`src/rtl/line_cropper_if.sv`:
```
// Video stream bundle for line_cropper: DVP-style input side (sync, valid,
// RGB888 data, crop enable) and the registered, cropped output side.
interface line_cropper_if;
  logic        EN;
  logic        pre_vs;
  logic        pre_de;
  logic [23:0] pre_data;
  logic        post_vs;
  logic        post_de;
  logic [23:0] post_data;
  logic [11:0] frame_lines;

  modport master (
    output EN, pre_vs, pre_de, pre_data,
    input  post_vs, post_de, post_data, frame_lines
  );

  modport slave (
    input  EN, pre_vs, pre_de, pre_data,
    output post_vs, post_de, post_data, frame_lines
  );
endinterface

```
`src/rtl/line_cropper.sv`:
```
// line_cropper: trims each incoming line to H_DISP pixels starting at pixel
// H_OFFSET. It never pads; short lines come out short. Output is registered
// with one cycle of latency, and post_vs/post_de/post_data stay aligned.
// Optional vertical window: define LINE_CROPPER_VCROP_EN to keep only lines
// V_OFFSET .. V_OFFSET+V_DISP-1 after pre_vs. Without it, every line is kept.
//
// state  | meaning
// S_IDLE | between lines, or pre_vs high; waiting for the first pixel
// S_SKIP | leading pixels (pix_x < H_OFFSET), discarded
// S_PASS | window pixels, forwarded in crop mode
// S_DROP | trailing pixels after the window, discarded
module line_cropper #(
  parameter logic [11:0] H_DISP   = 12'd1280,
  parameter logic [11:0] H_OFFSET = 12'd0,
  parameter logic [11:0] V_DISP   = 12'd720,
  parameter logic [11:0] V_OFFSET = 12'd0
) (
  input  logic          pre_clk,
  input  logic          rst,
  output logic          post_clk,
  line_cropper_if.slave vid
);

  typedef enum logic [1:0] {
    S_IDLE = 2'd0,
    S_SKIP = 2'd1,
    S_PASS = 2'd2,
    S_DROP = 2'd3
  } state_t;

  localparam logic [11:0] CNT_MAX = 12'hfff;

  state_t      state_q;
  state_t      state_nxt;
  logic [11:0] pix_x;
  logic [11:0] line_y;
  logic [11:0] pass_left;
  logic [11:0] frame_lines_q;
  logic        armed_q;
  logic        de_q;
  logic        en_q;
  logic        vs_q;
  logic        post_de_q;
  logic [23:0] post_data_q;
  logic        start_line;
  logic        en_eff;
  logic        line_ok;
  logic        in_vwin;
  logic        de_nxt;
  logic [23:0] data_nxt;

  assign post_clk = pre_clk;

  // 13-bit compare so V_OFFSET + V_DISP cannot wrap.
  assign in_vwin = ({1'b0, line_y} >= {1'b0, V_OFFSET}) &&
                   ({1'b0, line_y} < ({1'b0, V_OFFSET} + {1'b0, V_DISP}));

`ifdef LINE_CROPPER_VCROP_EN
  assign line_ok = in_vwin;
`else
  logic unused_vwin;
  assign unused_vwin = in_vwin;
  assign line_ok     = 1'b1;
`endif

  // State register.
  always_ff @(posedge pre_clk or posedge rst) begin
    if (rst) begin
      state_q <= S_IDLE;
    end else begin
      state_q <= state_nxt;
    end
  end

  // Region of the current pixel, plus next-cycle output values. The region is
  // decided for the pixel on the bus this cycle, so with H_OFFSET = 0 the
  // first pixel of a line already lands in S_PASS.
  always_comb begin
    state_nxt  = state_q;
    start_line = 1'b0;
    de_nxt     = 1'b0;
    data_nxt   = 24'h000000;

    if (vid.pre_vs || !vid.pre_de) begin
      state_nxt = S_IDLE;
    end else begin
      case (state_q)
        S_IDLE: begin
          // armed_q blocks a line that was already running when reset released.
          if (armed_q) begin
            start_line = 1'b1;
            state_nxt  = (H_OFFSET != 12'd0) ? S_SKIP : S_PASS;
          end
        end
        S_SKIP: begin
          if (pix_x == H_OFFSET) begin
            state_nxt = S_PASS;
          end
        end
        S_PASS: begin
          if (pass_left == 12'd0) begin
            state_nxt = S_DROP;
          end
        end
        S_DROP: begin
          state_nxt = S_DROP;
        end
        default: begin
          state_nxt = S_IDLE;
        end
      endcase
    end

    // EN only counts at the first pixel of a line; otherwise use the latched copy.
    en_eff = start_line ? vid.EN : en_q;

    if (en_eff) begin
      de_nxt = (state_nxt == S_PASS) && line_ok;
      if (de_nxt) begin
        data_nxt = vid.pre_data;
      end
    end else begin
      de_nxt   = vid.pre_de && armed_q;
      data_nxt = vid.pre_data;
    end
  end

  // Pixel index, window down-counter, line-start qualifiers and latched EN.
  always_ff @(posedge pre_clk or posedge rst) begin
    if (rst) begin
      pix_x     <= 12'd0;
      pass_left <= 12'd0;
      armed_q   <= 1'b0;
      de_q      <= 1'b0;
      en_q      <= 1'b0;
    end else begin
      if (vid.pre_vs || !vid.pre_de) begin
        pix_x <= 12'd0;
      end else if (pix_x != CNT_MAX) begin
        pix_x <= pix_x + 12'd1;
      end

      // Loaded on entry to S_PASS; terminal count 0 marks the last window pixel.
      if (state_nxt == S_PASS) begin
        pass_left <= (state_q == S_PASS) ? (pass_left - 12'd1) : (H_DISP - 12'd1);
      end

      if (!vid.pre_de) begin
        armed_q <= 1'b1;
      end

      if (start_line) begin
        en_q <= vid.EN;
      end

      de_q <= vid.pre_de;
    end
  end

  // Line counter since pre_vs, saturating, and per-frame line count capture.
  always_ff @(posedge pre_clk or posedge rst) begin
    if (rst) begin
      line_y        <= 12'd0;
      frame_lines_q <= 12'd0;
    end else begin
      if (vid.pre_vs) begin
        line_y <= 12'd0;
      end else if (armed_q && de_q && !vid.pre_de && (line_y != CNT_MAX)) begin
        line_y <= line_y + 12'd1;
      end

      if (vid.pre_vs && !vs_q) begin
        frame_lines_q <= line_y;
      end
    end
  end

  // Output register: one cycle of latency on every output.
  always_ff @(posedge pre_clk or posedge rst) begin
    if (rst) begin
      vs_q        <= 1'b0;
      post_de_q   <= 1'b0;
      post_data_q <= 24'h000000;
    end else begin
      vs_q        <= vid.pre_vs;
      post_de_q   <= de_nxt;
      post_data_q <= data_nxt;
    end
  end

  assign vid.post_vs     = vs_q;
  assign vid.post_de     = post_de_q;
  assign vid.post_data   = post_data_q;
  assign vid.frame_lines = frame_lines_q;

endmodule

```
`src/flat_wrapper.sv`:
```
// flat-port wrapper written by rule: the top's interface ports become plain ports
module line_cropper_flat 
#(
  parameter logic [11:0] H_DISP   = 12'd1280,
  parameter logic [11:0] H_OFFSET = 12'd0,
  parameter logic [11:0] V_DISP   = 12'd720,
  parameter logic [11:0] V_OFFSET = 12'd0
)
  (pre_clk, rst, post_clk, vid_EN, vid_pre_vs, vid_pre_de, vid_pre_data, vid_post_vs, vid_post_de, vid_post_data, vid_frame_lines);
  line_cropper_if vid_i ();
  input  logic pre_clk;
  input  logic rst;
  output logic post_clk;
  input wire logic [$bits(vid_i.EN)-1:0] vid_EN;
  input wire logic [$bits(vid_i.pre_vs)-1:0] vid_pre_vs;
  input wire logic [$bits(vid_i.pre_de)-1:0] vid_pre_de;
  input wire logic [$bits(vid_i.pre_data)-1:0] vid_pre_data;
  output wire logic [$bits(vid_i.post_vs)-1:0] vid_post_vs;
  output wire logic [$bits(vid_i.post_de)-1:0] vid_post_de;
  output wire logic [$bits(vid_i.post_data)-1:0] vid_post_data;
  output wire logic [$bits(vid_i.frame_lines)-1:0] vid_frame_lines;
  assign vid_i.EN = vid_EN;
  assign vid_i.pre_vs = vid_pre_vs;
  assign vid_i.pre_de = vid_pre_de;
  assign vid_i.pre_data = vid_pre_data;
  assign vid_post_vs = vid_i.post_vs;
  assign vid_post_de = vid_i.post_de;
  assign vid_post_data = vid_i.post_data;
  assign vid_frame_lines = vid_i.frame_lines;
  line_cropper #(.H_DISP(H_DISP), .H_OFFSET(H_OFFSET), .V_DISP(V_DISP), .V_OFFSET(V_OFFSET)) u_core (.pre_clk(pre_clk), .rst(rst), .post_clk(post_clk), .vid(vid_i));
endmodule
```
`config.mk`:
```
export PLATFORM = sky130hd
export DESIGN_NAME = line_cropper_flat
export DESIGN_NICKNAME = d
export VERILOG_FILES = /design/src/rtl/line_cropper_if.sv /design/src/rtl/line_cropper.sv /design/src/flat_wrapper.sv
export SDC_FILE = /design/constraint.sdc
export NUM_CORES = 1
export LEC_CHECK = 0
export CORE_UTILIZATION = 45
export CTS_CLUSTER_DIAMETER = 50
export CTS_CLUSTER_SIZE = 20
export DETAILED_ROUTE_END_ITERATION = 16
export PLACE_DENSITY = 0.74
export SYNTH_ARGS = -nofsm -noshare
export SYNTH_HDL_FRONTEND = slang
export SYNTH_SLANG_ARGS = --single-unit
```
`constraint.sdc`:
```
create_clock -name pre_clk -period 4.54 [get_ports pre_clk]
set_input_delay 0.681 -clock pre_clk [delete_from_list [all_inputs] [get_ports pre_clk]]
set_output_delay 0.681 -clock pre_clk [all_outputs]
set_load 0.01 [all_outputs]
```
* After elaboration in Yosys (flattened, before gate mapping)
Index checks and enable logic that the tools add are counted.
** Cells by class
- Equal/unequal tests :: 6
- Multipliers :: 0
- Divide/modulo/power cells :: 0
- $lt $le $gt $ge :: 0
- Bitwise operators :: 0
- Reductions and logical operators :: 13
- Add/subtract/negate cells :: 3
- Muxes and demuxes :: 17
- Shifts and indexed selects :: 0
** Operator list (count)
- $mux 12 :: 5
- $mux 24 :: 2
- $add 12x1->12 const B :: 2
- $logic_not 12->1 :: 2
- $ne 12x12->1 const B :: 2
- $sub 12x1->12 const B :: 1
- $mux 2 :: 4
- $pmux 2 s4 :: 1
- $eq 2x2->1 const B :: 3
- $logic_and 1x1->1 :: 5
- $mux 1 :: 5
- $reduce_bool 2->1 :: 2
- $eq 2x1->1 const B :: 1
- $logic_not 1->1 :: 2
- $logic_not 2->1 :: 1
- $logic_or 1x1->1 :: 1
** Word-level totals
- Flip-flop bits (word level) :: 79
- Memories kept :: 0
- Memory bits (writable) :: 0
- Output and inout bits :: 39
- Bits in latches :: 0
- Input port bits :: 29
- ROM bits :: 0
- Logic and storage cells :: 50

* Longest topological paths before layout
Gate-level depths: netlist (run 1).
- Word-level depth :: 7
- Depth in mapped cells :: 8
- Gate-level depth less buffers :: 6

==> results.txt, run 1 <==
status = finished, final reports clean
CP Capture Type = primary output
core area = 7730 µm²
Worst-Margin Slew = 1.15 ns
Worst Path Max Fanout = 2
Hold Crit Start = u_core.vid.frame_lines[11]
met3 GRT Util = 8.88%
Syn Inst Count = 333
clk_lat worst skew = 0.46 ns
area grow syn2layout = 28.1%
via count = 2,826
Worst Setup SP = pre_clk
CTS resizes = 0
Die Width = 91.5 µm
DR WL/cell = 15.0 µm
max-cap violation count = 0
hold-fix buffer count after cts = 0
pin count of the biggest net entering global routing = 38
sequential-to-total area share from yosys stat = 54.8%
Setup crit start kind = clock port
GRT Overall Usage = 19.9%
first-pass GRT wire length = 12.8 mm
Fin Setup TNS = 0 ns
final WL = 7.66 mm
CTS tree = built
FF-to-FF Start = u_core.pass_left[0]
# rows = 32
Yosys top cell by area = dfrtp_1
Post-synth EDFFs = 0
Final Hold Vio Count = 0
share of cells above drive strength 1 = 10.5%
1st-pass router iterations = 4
Post-Syn Nets = 366
Critical Path AT = 2.97 ns
placed inst area = 4350 µm²
Worst Path Required = 3.86 ns
M1 GR Usage = 23.9%
Antenna Violating Nets Remaining = 0
HPWL after detailed placement = 5.09 mm
GR peak layer = met2
Yosys top cell area share = 54.8%
Diodes inserted = 0
port buffer count = 67
final net count = 436
post-synth cell types = 46
vias in the first global route = 2,702
dpl ws = 1.14 ns
setup repair bufs after CTS = 0
Worst-path clk slew = 0.08 ns
final setup margin = 0.886 ns
Avg Cell Area, Syn = 10.8 µm²
top_reg_cell synth = dfrtp_1
RSZ-0062 raised after global routing = false
HP Class = flip-flop to flip-flop
Die Y = 91.5 µm
vias per cell = 5.54
initial antenna violation count = 0
endpoints failing setup = 0
reg2reg end = u_core.pass_left[1]
relative slew slack = 22.6%
DRC = 0
worst hold slack = 0.494 ns
Initial Util = 46.6%
asr flop ratio synth = 100%
gpl congestion = 0.853
Pleak = 1.89 nW
clock skew = 0.00896 ns
Area contributors post-synth = dfrtp_1 (55%), a21boi_0 (5.0%), mux2_2 (3.7%), o31ai_1 (3.5%), nor2_1 (2.5%)
DRT iter0 DRCs = 170
total gr overflow = 0
WS Path Type = clock port to primary output
Peak supply drop = 214 µV
flop2flop setup slack = 1.68 ns
crit path capture = post_clk
GR Layer Usage met2 = 31.0%
die area = 8370 µm²
R2R depth = 6
post-route cell area = 4620 µm²
Syn Std Cell Area = 3600 µm²
synth warn = 0
power density cells = 372 nW/µm²
Max Slew Vio Count = 0
Seq cells post-synth = 79
number of I/O pins = 68
final core utilization = 59.7%
metal layers:
metal | up-vias | routed length (µm)
li1 | 1364 | -
met1 | 1348 | 3370
met2 | 104 | 3660
met3 | 10 | 517
met4 | 0 | 104
met5 | - | 0
synth_stat cells, drive strengths merged (3+ instances only):
library cell	number
ha	4
a21boi	24
and3	3
or4	8
buf	5
o21ai	16
and4	3
or3	6
nand4	8
o31ai	17
nor2	24
dfrtp	79
nand2	19
mux2	12
mux2i	3
inv	11
nand2b	8
nor2b	4
nor4	6
xor2	3
clkbuf	9
o211ai	3
nor3	9
nand3	10
a21oi	17
area by class of cell:
class                           count  area, µm²
Fill cell                         651       3110
Sequential cell                    79       1980
Multi-Input combinational cell    229       1510
Timing Repair Buffer               69        683
Clock buffer                       14        189
Tap cell                          102        128
Clock inverter                      6       91.3
Inverter                           11       41.3
state kept, by name (all words and copies together) (netlist names):
register and count:
u_core.en_q 1, u_core.vid.post_vs 1, u_core.line_y 12, u_core.armed_q 1, u_core.pass_left 12, u_core.de_q 1
u_core.vid.frame_lines 12, u_core.vid.post_de 1, u_core.state_q 2, u_core.pix_x 12, u_core.vid.post_data 24
power breakdown:
group          internal (mW)  switching, mW  total [mW]  leakage [nW]
combinational          0.116          0.106       0.222         0.735
clock                  0.399          0.287       0.686         0.142
sequential             0.762         0.0486       0.811          1.01
stage by stage:
stage | std cells | power [mW]
2_1_floorplan | 333 | 0.953
3_3_place_gp | 491 | 1.06
3_5_place_dp | 491 | 1.07
4_1_cts | 510 | 1.74
5_1_grt | 510 | 1.80
6_report | 510 | 1.72
worst min-delay path by stage:
| stage | depth (start not counted) | endpoint | slack (ns) |
|---|---|---|---|
| 2_1_floorplan | 1 | u_core.pass_left[6] | 0.48 |
| 3_3_place_gp | 2 | u_core.vid.frame_lines[2] | 0.47 |
| 3_5_place_dp | 2 | u_core.vid.frame_lines[11] | 0.48 |
| 4_1_cts | 2 | u_core.vid.frame_lines[11] | 0.49 |
| 5_1_grt | 1 | u_core.vid.frame_lines[5] | 0.52 |
| 6_report | 2 | u_core.vid.frame_lines[11] | 0.49 |
cells by family after synthesis:
group | count (synthesis) | share of synthesized area, %
AO/OA/AOI/OAI | 89 | 16.7
XOR/XNOR | 5 | 1.22
buffers and inverters | 25 | 3.33
adder cells (fa/ha/maj) | 4 | 1.39
multiplexers | 15 | 4.58
flip-flops | 79 | 54.8
AND/OR/NAND/NOR | 116 | 18.0
cell usage in the layout, fill, tap and decap left out, types with 3 or more instances in the layout:
master           netlist  layout
inv_1                 11      10
buf_4                  3       3
xor2_1                 3       3
nor2_1                24      24
a21oi_1               17      17
clkdlybuf4s50_1        0      67
o31ai_1               17      17
ha_1                   4       4
clkbuf_8               0      13
o211ai_1               3       3
nor4_1                 5       5
or4_1                  7       7
or3_1                  6       6
nand4_1                8       8
nor3_1                 8       8
nand2_1               19      19
nor2b_1                4       4
nand3_1               10      10
mux2_2                12      12
mux2i_1                3       3
nand2b_1               8       8
dfrtp_1               79      79
and3_1                 3       3
o21ai_0               16      16
and4_1                 3       3
a21boi_0              24      24
critical path, cell delays in order:
cell	delay, ns
clkbuf_8	0.11
clkbuf_8	0.12
clkdlybuf4s50_1	0.47
Note: power is estimated with default switching activity, not from simulation.
==> run 2: changes to the inputs <==
==> constraint.sdc (replaced) <==
create_clock -name pre_clk -period 3.7 [get_ports pre_clk]
set_input_delay 0.555 -clock pre_clk [delete_from_list [all_inputs] [get_ports pre_clk]]
set_output_delay 0.555 -clock pre_clk [all_outputs]
set_load 0.01 [all_outputs]
==> results.txt, run 2 (synthesis results as in run 1) <==
core area = 7730 µm²
Worst-path clk slew = 0.08 ns
CTS resizes = 0
most frequent cells in the layout = dfrtp_1 (79), clkdlybuf4s50_1 (67), nor2_1 (24), a21boi_0 (24), nand2_1 (19)
Worst Path Required = 3.14 ns
share of cells above drive strength 1 = 10.8%
setup repair bufs after CTS = 0
vias in the first global route = 2,683
final WL = 7.52 mm
die area = 8370 µm²
multi-input logic area = 1510 µm²
# rows = 32
endpoints failing setup = 0
gpl congestion = 0.809
Initial Util = 46.6%
CTS tree = built
max-cap violation count = 0
vias per cell = 5.47
Peak supply drop = 249 µV
Max Slew Vio Count = 0
CP Capture Type = primary output
DRC = 0
final core utilization = 59.4%
Pleak = 1.87 nW
WS Path Type = clock port to primary output
Die Y = 91.5 µm
final net count = 437
Fin Setup TNS = 0 ns
first-pass GRT wire length = 12.7 mm
initial antenna violation count = 0
HPWL after detailed placement = 5.24 mm
relative slew slack = 26.3%
DRT iter0 DRCs = 89
1st-pass router iterations = 5
clk_lat worst skew = 0.46 ns
GRT Overall Usage = 19.5%
number of I/O pins = 68
# fillers = 645
status = finished, final reports clean
HP Class = flip-flop to flip-flop
Critical Path AT = 2.54 ns
Worst Path Max Fanout = 2
register area = 1980 µm²
hold-fix buffer count after cts = 0
pin count of the biggest net entering global routing = 42
Largest register FFs = 24
area grow syn2layout = 27.4%
worst hold slack = 0.495 ns
Diodes inserted = 0
power density cells = 440 nW/µm²
via count = 2,794
clock skew = 0.00730 ns
Worst-Margin Slew = 1.10 ns
Antenna Violating Nets Remaining = 0
commonest non-fill, non-tap cell in the layout = dfrtp_1
DR WL/cell = 14.7 µm
Final Hold Vio Count = 0
port buffer count = 67
total gr overflow = 0
RSZ-0062 raised after global routing = false
Die Width = 91.5 µm
Setup crit start kind = clock port
-- run 2: report_power, final --
part / leakage (nW) / internal [mW] / switching (mW)
clock network: 0.121 / 0.400 / 0.350
logic: 0.740 / 0.144 / 0.133
registers: 1.01 / 0.936 / 0.0601
total: 1.87 / 1.48 / 0.543
-- run 2: layout make-up --
cell class / count / area share, %
multi-input combinational: 229 / 32.8
inverter: 11 / 0.899
timing repair buffer: 70 / 15.0
clock inverter: 7 / 1.58
tap: 102 / 2.78
clock buffer: 13 / 3.81
sequential: 79 / 43.1
-- run 2: worst max-delay path, stage by stage --
cell and delay [ns]:
clkbuf_8 0.11, clkbuf_8 0.11, clkdlybuf4s50_1 0.47
-- run 2: per-stage QoR --
step / setup WS, ns / power [mW] / cell area [µm²] / instances
after floorplan: 1.12 / 1.17 / 3600 / 333
after global placement: 0.846 / 1.31 / 4350 / 492
after detailed placement: 0.846 / 1.32 / 4350 / 492
after CTS: 0.601 / 2.04 / 4590 / 511
after global routing: 0.598 / 2.12 / 4590 / 511
final: 0.607 / 2.02 / 4590 / 511
-- run 2: metal layers --
metal / share of wire, % / track usage, % / up-vias
li1: - / - / 1362
met4: 1.2 / 7.54 / 0
met2: 48 / 29.7 / 72
met3: 6.7 / 8.04 / 8
met5: 0 / 0 / -
met1: 44 / 24.6 / 1352
-- run 2: path summary, 6_finish.rpt --
| path | start | to | slack (ns) | cells after the start |
|---|---|---|---|---|
| max | pre_clk | post_clk | 0.61 | 3 |
| min | u_core.vid.frame_lines[10] | u_core.vid.frame_lines[10] | 0.49 | 2 |
| max reg2reg | u_core.pass_left[0] | u_core.vid.post_data[0] | 1.06 | 7 |
| min reg2reg | u_core.vid.frame_lines[10] | u_core.vid.frame_lines[10] | 0.49 | 2 |
| max in group asynchronous | rst | u_core.pass_left[5] | 2.31 | 3 |
| min in group asynchronous | rst | u_core.vid.post_data[3] | 0.58 | 2 |
==> run 3: changes to the inputs <==
--- a/config.mk
+++ b/config.mk
@@ -9,7 +9,7 @@
 export CTS_CLUSTER_DIAMETER = 50
 export CTS_CLUSTER_SIZE = 20
 export DETAILED_ROUTE_END_ITERATION = 16
-export PLACE_DENSITY = 0.74
+export PLACE_DENSITY = 0.76
 export SYNTH_ARGS = -nofsm -noshare
 export SYNTH_HDL_FRONTEND = slang
 export SYNTH_SLANG_ARGS = --single-unit
==> constraint.sdc (replaced) <==
create_clock -name pre_clk -period 2.7 [get_ports pre_clk]
set_input_delay 0.405 -clock pre_clk [delete_from_list [all_inputs] [get_ports pre_clk]]
set_output_delay 0.405 -clock pre_clk [all_outputs]
set_load 0.01 [all_outputs]
==> results.txt, run 3 (synthesis results as in run 1) <==
Worst Path Max Fanout = 2
final WL = 7.48 mm
gpl congestion = 0.853
HP Class = input pin to async pin
Final Hold Vio Count = 0
RSZ-0062 raised after global routing = false
status = finished, final reports clean
Diodes inserted = 0
# fillers = 607
clock skew = 0.00907 ns
first-pass GRT wire length = 13.0 mm
total gr overflow = 0
final core utilization = 60.0%
most frequent cells in the layout = dfrtp_1 (79), clkdlybuf4s50_1 (67), nor2_1 (24), a21boi_0 (24), nand2_1 (19)
endpoints failing setup = 0
DR WL/cell = 14.5 µm
Die Y = 91.5 µm
Worst-path clk slew = 0.08 ns
pin count of the biggest net entering global routing = 80
R2R depth = 6
relative slew slack = 47.4%
core area = 7730 µm²
setup repair bufs after CTS = 0
most frequent CP cell = clkbuf_8
via count = 2,812
Worst-Margin Slew = 0.784 ns
CP Capture Type = primary output
Largest register FFs = 24
Antenna Violating Nets Remaining = 0
Critical Path AT = 2.05 ns
final net count = 440
max-cap violation count = 0
Fin Setup TNS = 0 ns
DRC = 0
CTS resizes = 0
DRT iter0 DRCs = 151
Peak supply drop = 309 µV
commonest non-fill, non-tap cell in the layout = dfrtp_1
Setup crit start kind = clock port
initial antenna violation count = 0
power density cells = 604 nW/µm²
dpl ws = 0.207 ns
placed inst area = 4390 µm²
Pleak = 1.90 nW
multi-input logic area = 1510 µm²
area grow syn2layout = 28.6%
hold-fix buffer count after cts = 0
share of cells above drive strength 1 = 11.4%
Initial Util = 46.6%
Max Slew Vio Count = 0
vias per cell = 5.47
Slowest-stage cell, CP = clkdlybuf4s50_1
Worst Path Required = 2.30 ns
final setup margin = 0.248 ns
GRT Overall Usage = 19.9%
register area = 1980 µm²
die area = 8370 µm²
clk_lat worst skew = 0.46 ns
HPWL after detailed placement = 5.10 mm
1st-pass router iterations = 4
post-route cell area = 4630 µm²
worst-path cell chain = clkbuf_8 -> clkbuf_8 -> clkdlybuf4s50_1
Die Width = 91.5 µm
# rows = 32
number of I/O pins = 68
CTS tree = built
port buffer count = 67
Crit path largest cell delay = 0.46 ns
vias in the first global route = 2,797
WS Path Type = clock port to primary output
run 3: worst max-delay path: cells and delay by family:
family | cells | cell delay, ns
buffers and inverters | 3 | 0.69
run 3: layer usage:
metal	GRT usage, %	up-vias	wire (µm)
met5	0.641	-	0
met4	11.0	0	159
met3	5.95	19	482
met2	30.1	88	3500
met1	25.4	1336	3330
li1	-	1369	-
run 3: final timing paths:
| kind | start | to | slack (ns) |
|---|---|---|---|
| max in group asynchronous | rst | u_core.pass_left[6] | 2.03 |
| min reg2reg | u_core.vid.frame_lines[11] | u_core.vid.frame_lines[11] | 0.48 |
| max reg2reg | u_core.pass_left[0] | u_core.pass_left[1] | 0.30 |
| max | pre_clk | post_clk | 0.25 |
| min in group pre_clk | vid_pre_data[8] | u_core.vid.post_data[8] | 0.48 |
| min | rst | u_core.vid.post_data[3] | 0.35 |
run 3: through the flow:
step | std cells | hold slack, ns | power (mW)
2_1_floorplan | 333 | 0.436 | 1.60
3_3_place_gp | 495 | 0.465 | 1.79
3_5_place_dp | 495 | 0.473 | 1.81
4_1_cts | 514 | 0.358 | 2.83
5_1_grt | 514 | 0.393 | 2.94
6_report | 514 | 0.353 | 2.80
run 3: area by class of cell:
cell class,count,share of cell area (%)
clock buffer,13,3.78
clock inverter,7,1.73
inverter,11,0.891
multi-input combinational,229,32.5
sequential,79,42.7
tap,102,2.75
timing repair buffer,73,15.7
run 3: where the power goes:
group / switching, mW / internal [mW] / leakage, nW / total [mW]
Combinational: 0.181 / 0.200 / 0.758 / 0.381
Sequential: 0.0808 / 1.28 / 1.01 / 1.36
Clock: 0.497 / 0.558 / 0.127 / 1.06
